`src/rtl/iso14443a_tag_frame_decoder.sv`:
```
// ISO14443-A tag response decoder: Manchester slot classification, SOF/EOF,
// byte assembly with odd-parity check, and a small output FIFO.
module iso14443a_tag_frame_decoder #(
    parameter int unsigned HALF_THRESH = 2,
    parameter int unsigned FIFO_DEPTH  = 4
) (
    input  logic       osc_clk,
    input  logic       rst,
    input  logic       enable,
    input  logic       mod_strobe,
    input  logic       mod_bit,
    output logic [7:0] byte_data,
    output logic [3:0] byte_nbits,
    output logic       byte_perr,
    output logic       byte_valid,
    input  logic       byte_ready,
    output logic       frame_start,
    output logic       frame_end,
    output logic       frame_error,
    output logic       overflow
);

    localparam int unsigned AW = $clog2(FIFO_DEPTH);
    localparam logic [2:0]  THR = 3'(HALF_THRESH);
    localparam logic [AW:0] DEPTH_V = (AW+1)'(FIFO_DEPTH);

    typedef enum logic [1:0] {ST_IDLE, ST_SOF, ST_DATA} state_t;

    state_t      state_q, state_d;
    logic [2:0]  slot_q, slot_d;
    logic [2:0]  cnt1_q, cnt1_d, cnt2_q, cnt2_d;
    logic [2:0]  cnt1_now, cnt2_now;
    logic [7:0]  data_q, data_d;
    logic [3:0]  bitcnt_q, bitcnt_d;
    logic [1:0]  cls;
    logic        rx_bit;
    logic        push;
    logic [12:0] push_entry;
    logic        fs_d, fe_d, ferr_d;

    // Half counts include the current strobe so slot 7 can classify immediately.
    always_comb begin
        cnt1_now = cnt1_q;
        cnt2_now = cnt2_q;
        if (slot_q[2]) cnt2_now = cnt2_q + {2'b00, mod_bit};
        else           cnt1_now = cnt1_q + {2'b00, mod_bit};
        cls    = {(cnt1_now >= THR), (cnt2_now >= THR)};
        rx_bit = cls[1];
    end

    always_comb begin
        state_d    = state_q;
        slot_d     = slot_q;
        cnt1_d     = cnt1_q;
        cnt2_d     = cnt2_q;
        data_d     = data_q;
        bitcnt_d   = bitcnt_q;
        push       = 1'b0;
        push_entry = '0;
        fs_d       = 1'b0;
        fe_d       = 1'b0;
        ferr_d     = 1'b0;
        case (state_q)
            ST_IDLE: begin
                slot_d   = '0;
                cnt1_d   = '0;
                cnt2_d   = '0;
                data_d   = '0;
                bitcnt_d = '0;
                if (enable && mod_strobe && mod_bit) begin
                    state_d = ST_SOF;
                    slot_d  = 3'd1;
                    cnt1_d  = 3'd1;
                end
            end
            ST_SOF, ST_DATA: begin
                if (!enable) begin
                    state_d = ST_IDLE;
                    ferr_d  = 1'b1;
                end else if (mod_strobe) begin
                    slot_d = slot_q + 3'd1;
                    cnt1_d = cnt1_now;
                    cnt2_d = cnt2_now;
                    if (slot_q == 3'd7) begin
                        cnt1_d = '0;
                        cnt2_d = '0;
                        if (state_q == ST_SOF) begin
                            if (cls == 2'b10) begin
                                state_d  = ST_DATA;
                                fs_d     = 1'b1;
                                data_d   = '0;
                                bitcnt_d = '0;
                            end else begin
                                state_d = ST_IDLE;
                            end
                        end else begin
                            case (cls)
                                2'b10, 2'b01: begin
                                    if (bitcnt_q == 4'd8) begin
                                        push       = 1'b1;
                                        push_entry = {data_q, 4'd8, ~^{data_q, rx_bit}};
                                        data_d     = '0;
                                        bitcnt_d   = '0;
                                    end else begin
                                        data_d[bitcnt_q[2:0]] = rx_bit;
                                        bitcnt_d = bitcnt_q + 4'd1;
                                    end
                                end
                                2'b00: begin
                                    if (bitcnt_q != 4'd0 && bitcnt_q != 4'd8) begin
                                        push       = 1'b1;
                                        push_entry = {data_q, bitcnt_q, 1'b0};
                                    end
                                    fe_d    = 1'b1;
                                    state_d = ST_IDLE;
                                end
                                default: begin
                                    ferr_d  = 1'b1;
                                    state_d = ST_IDLE;
                                end
                            endcase
                        end
                    end
                end
            end
            default: state_d = ST_IDLE;
        endcase
    end

    always_ff @(negedge osc_clk) begin
        if (rst) begin
            state_q     <= ST_IDLE;
            slot_q      <= '0;
            cnt1_q      <= '0;
            cnt2_q      <= '0;
            data_q      <= '0;
            bitcnt_q    <= '0;
            frame_start <= 1'b0;
            frame_end   <= 1'b0;
            frame_error <= 1'b0;
        end else begin
            state_q     <= state_d;
            slot_q      <= slot_d;
            cnt1_q      <= cnt1_d;
            cnt2_q      <= cnt2_d;
            data_q      <= data_d;
            bitcnt_q    <= bitcnt_d;
            frame_start <= fs_d;
            frame_end   <= fe_d;
            frame_error <= ferr_d;
        end
    end

    logic [12:0] mem [FIFO_DEPTH];
    logic [AW:0] wr_ptr, rd_ptr;
    logic [AW:0] used;
    logic        full, pop;

    assign used       = wr_ptr - rd_ptr;
    assign full       = (used == DEPTH_V);
    assign byte_valid = (wr_ptr != rd_ptr);
    assign pop        = byte_valid && byte_ready;
    assign {byte_data, byte_nbits, byte_perr} = mem[rd_ptr[AW-1:0]];

    // A pop in the same cycle frees the slot, so a push while full is kept.
    always_ff @(negedge osc_clk) begin
        if (rst) begin
            wr_ptr   <= '0;
            rd_ptr   <= '0;
            overflow <= 1'b0;
            for (int unsigned i = 0; i < FIFO_DEPTH; i++) mem[i] <= '0;
        end else begin
            if (pop) rd_ptr <= rd_ptr + 1'b1;
            if (push) begin
                if (!full || pop) begin
                    mem[wr_ptr[AW-1:0]] <= push_entry;
                    wr_ptr <= wr_ptr + 1'b1;
                end else begin
                    overflow <= 1'b1;
                end
            end
        end
    end

endmodule

```
`config.mk`:
```
export PLATFORM = sky130hd
export DESIGN_NAME = iso14443a_tag_frame_decoder
export DESIGN_NICKNAME = d
export VERILOG_FILES = /design/src/rtl/iso14443a_tag_frame_decoder.sv
export SDC_FILE = /design/constraint.sdc
export NUM_CORES = 1
export LEC_CHECK = 0
export ABC_AREA = 1
export ABC_CLOCK_PERIOD_IN_PS = 7100
export CAP_MARGIN = 30
export CORE_MARGIN = 4
export CORE_UTILIZATION = 40
export DETAILED_ROUTE_END_ITERATION = 10
export SETUP_SLACK_MARGIN = 0.15
export SLEW_MARGIN = 20
export SYNTH_ARGS = -nofsm -noshare
export SYNTH_HDL_FRONTEND = slang
export SYNTH_SLANG_ARGS = --single-unit
```
`constraint.sdc`:
```
create_clock -name osc_clk -period 7.1 [get_ports osc_clk]
set_input_delay 1.42 -clock osc_clk [delete_from_list [all_inputs] [get_ports osc_clk]]
set_output_delay 1.42 -clock osc_clk [all_outputs]
set_load 0.1 [all_outputs]
```
# Yosys cells after proc, flatten, opt, wreduce, memory -nomap -nowiden
# Memory sizes are Yosys's and may differ from the RTL's. A register that Yosys moved wholly into a read port is not among the register bits.
# Index checks and enable logic that the tools add are counted.
[classes]
addsub = 7
magnitude_cmp = 4
n_eq_ne = 18
n_mux = 75
bitwise_logic = 6
reduce_logical = 24
[op_table]
columns = ["op", "count"]
rows = [
  ["$mux 13", 8],
  ["$mux 8", 7],
  ["$mux 3", 10],
  ["$mux 4", 7],
  ["$pmux 13 s2", 1],
  ["$mux 1", 23],
  ["$mux 2", 10],
  ["$pmux 3 s2", 3],
  ["$pmux 8 s2", 1],
  ["$reduce_or 13->1", 1],
  ["$reduce_or 6->1", 2],
  ["$add 3x1->3 const B", 3],
  ["$ne 3x3->1 const B", 3],
  ["$reduce_xnor 9->1", 1],
  ["$bwmux 8", 1],
  ["$ne 2x2->1 const B", 4],
  ["$ne 4x4->1 const B", 2],
  ["$pmux 4 s2", 1],
  ["$add 3x1->3", 2],
  ["$eq 3x3->1 const B", 2],
  ["$ge 3x2->1 const B", 2],
  ["$not 1->1", 6],
  ["$reduce_and 6->1", 1],
  ["$reduce_or 2->1", 3],
  ["22 further kinds", 30],
]
[totals]
reg_bits = 33
ram_bits = 52
inputBits = 6
out_inout_bits = 18
wordCells = 147
memories = 1
[mem_list]
columns = ["name", "depth", "width", "read_ports", "rd_clocked_by_memory_dff", "write_ports", "line_no", "text"]
rows = [
  ["mem", 4, 13, 1, 1, 4, "154", "logic [12:0] mem [FIFO_DEPTH];"],
]

# Longest topological paths before layout
[logic_depth]
word_depth = 16
mapped_depth = 15

==> metrics.cfg <==
[power_and_ir_drop]
leakagePower_nw=2.75
peakVddDrop_mv=0.202
power.internal_mw=1.01
power_density_nw_per_um2=292
share_comb_of_total_power=0.381
p_sw_frac=0.438
total_power_mw=1.80
clockPowerShare=0.291
p_seq_frac=0.327
power.switching_mw=0.789

[synth]
synthFlopType=edfxtp_1
yosysWarnings=0
yosysSeqAreaShare=0.508
synth-seq-cells=87
syn_inst=525
synth_most_common_cell=nor2_1
synth_area_sq_um=4450
synth_edf_count=52
synthesis.nets=553
yosysUniqueCellTypes=34
synth_top_cell_by_area=edfxtp_1
synth_common_cells=nor2_1 (107), nand2_1 (98), edfxtp_1 (52), inv_1 (52), o21ai_0 (38)
netlist.area_leader.share=0.351
synth_area_leaders=edfxtp_1 (35%), dfxtp_1 (16%), nor2_1 (9.0%), nand2_1 (8.3%), ha_1 (6.2%)
avgSynthCellArea_sq_um=8.48
synthArstFlopShare=0

[setup_path]
crit_chain=buf_8, ha_4, ha_4, mux2i_1, inv_1, nor2_2, inv_2, ha_4, nand4_1, a21oi_4, nand3_4, nor2_4, buf_6, nor2_4, buf_6, buf_12
crit_family=buffers and inverters
reg2reg_depth=15
crit_type=in -> reg
cp_common_cell=ha_4
critPathMaxFanout=7
cp_num_buf_inv=6
cp_slowest_cell=ha_4
crit_arrival_ns=3.57
path_depth=16
slowest_delay_ns=0.26
critPathLaunchType=input port
cp.required_ns=3.70
crit_path_end_kind=register

[global_route]
grtUsageTotal=0.177
grt_max_degree=27
antenna_found_initial=0
grt.overflow.total=0
grt_pass1_vias=4212
grt_pass1_wl_um=18300

[final_layout]
diodes=0
area_growth_pct=38.3
drive_above_1_share=0.212
fin_area_sq_um=6160
final_nets=696
stdcell_count=813
final_core_util=0.566

[cts]
cts_tree=built
clk_path_buf_depth=2
clkSinkCount=87
cts_root_buf=clkbuf_8
cts_buffers=9
cts_hold_buf=0
cts.clk_slew.worst_paths_ns=0.04
htree_num_levels=3
insertion_delay_ns=0.42

[placement]
port_buffers=23
dpl.cell_count=697
postPlaceCellArea_sq_um=5300
gp_congestion=0.800
hpwl_um=7400

[routing]
finalWirelength_um=11700
drtPass1Iterations=4
detail-route-antenna-nets=0
drc=0
wl_per_cell_um=14.4
num_vias=4081
vias_per_cell=5.02
drt_iter0_drc=272

[floorplanning]
io_pins=24
die_w_um=113
rows=38
die-area_sq_um=12900
core_sq_um=10900
initial_core_util=0.409
die_h_um=113

[sta]
final_hold_viol_count=0
setup-violations-final=0
rsz0062_at_grt=true
tightestPinTransition_ns=0.422
fin_skew_ns=0.0376
slew_viol_final=0
maxSlewHeadroom=0.719

[hold_path]
hp-class=reg -> reg
worst_hold_path.num_cells=2

[outcome]
status=completed

[flow_run]
max-cap-violations=0

what timing repair did:
action / in CTS / in global routing
setup buffers: 9 / 1
gates resized for setup: 15 / 43
endpoints found under the setup margin: 120 / 115
pin swaps: 10 / 9
cloned: 1 / 3
logic make-up after synthesis:
kind of cell,after synthesis,share of synthesized area
compound gates,79,0.0984
simple gates,255,0.245
buf+inv,74,0.0703
mux,3,0.00675
fa+ha+maj,22,0.0618
flops,87,0.508
xor+xnor,5,0.00984
metrics by stage:
step	setup TNS [ns]	worst slack, ns	hold slack, ns
floorplan	-8.44	-0.195	0.446
global placement	-70.16	-0.660	0.459
detailed placement	-78.40	-0.719	0.468
CTS	0	0.124	0.472
global route	-0.0748	-0.0188	0.514
finish	0	0.126	0.472
layout make-up:
cell class | instances | area [sq um]
fill | 952 | 4730
sequential | 87 | 2260
multi-input combinational | 365 | 2240
timing repair buffer | 63 | 763
clock inverter | 94 | 382
inverter | 54 | 206
tap | 140 | 175
clock buffer | 9 | 124
timing repair inverter | 1 | 7.51
layout by cell type, fill, tap and decap left out, types with 4 or more instances in the layout:
| master | Yosys | final |
|---|---|---|
| inv_1 | 52 | 135 |
| nand2_1 | 98 | 94 |
| nor2_1 | 107 | 88 |
| edfxtp_1 | 52 | 52 |
| o21ai_0 | 38 | 37 |
| dfxtp_1 | 35 | 35 |
| buf_4 | 0 | 34 |
| nand3_1 | 23 | 21 |
| a21oi_1 | 20 | 19 |
| nor2_4 | 1 | 17 |
| buf_12 | 0 | 17 |
| ha_1 | 22 | 16 |
| o22ai_2 | 0 | 13 |
| clkbuf_8 | 0 | 9 |
| nor3_1 | 6 | 6 |
| nor2_2 | 2 | 5 |
| inv_2 | 3 | 5 |
| nand4_1 | 5 | 5 |
| nand2_2 | 5 | 5 |
| nand2_8 | 0 | 4 |
| ha_4 | 0 | 4 |
| clkdlybuf4s50_1 | 0 | 4 |
| buf_6 | 4 | 4 |
worst paths after layout:
path                  start    endpoint  slack [ns]
setup / recovery    mod_bit  mem[3][10]        0.13
hold / removal    slot_q[1]   slot_q[1]        0.47
setup reg to reg  cnt2_q[0]  mem[3][10]        4.45
hold reg to reg   slot_q[1]   slot_q[1]        0.47
worst min-delay path: cells and delay by family (launching register included):
family,cells,cell delay [ns]
and+or+nand+nor,2,0.12
DFF,1,0.30
registers in the layout, summed over array words and instances, names as in the netlist, 2 cells and up, named ones only:
name,count
mem,52
data_q,8
bitcnt_q,4
cnt1_q,3
cnt2_q,3
rd_ptr,3
slot_q,3
wr_ptr,3
state_q,2
per-layer routing:
metal,GRT usage,wire length (um)
met5,0,0
met3,0.0584,583
met4,0.0785,148
met2,0.318,6190
met1,0.187,4780
power groups by stage:
| stage | Sequential [mW] | Clock [mW] | Combinational, mW |
|---|---|---|---|
| after global routing | 0.592 | 0.613 | 0.745 |
| after CTS | 0.588 | 0.534 | 0.669 |
| after global placement | 0.594 | 0.0742 | 0.652 |
| after detailed placement | 0.595 | 0.0742 | 0.658 |
| final | 0.589 | 0.524 | 0.686 |
| after floorplan | 0.596 | 0.0742 | 0.443 |
Note: power is estimated with default switching activity, not from simulation.
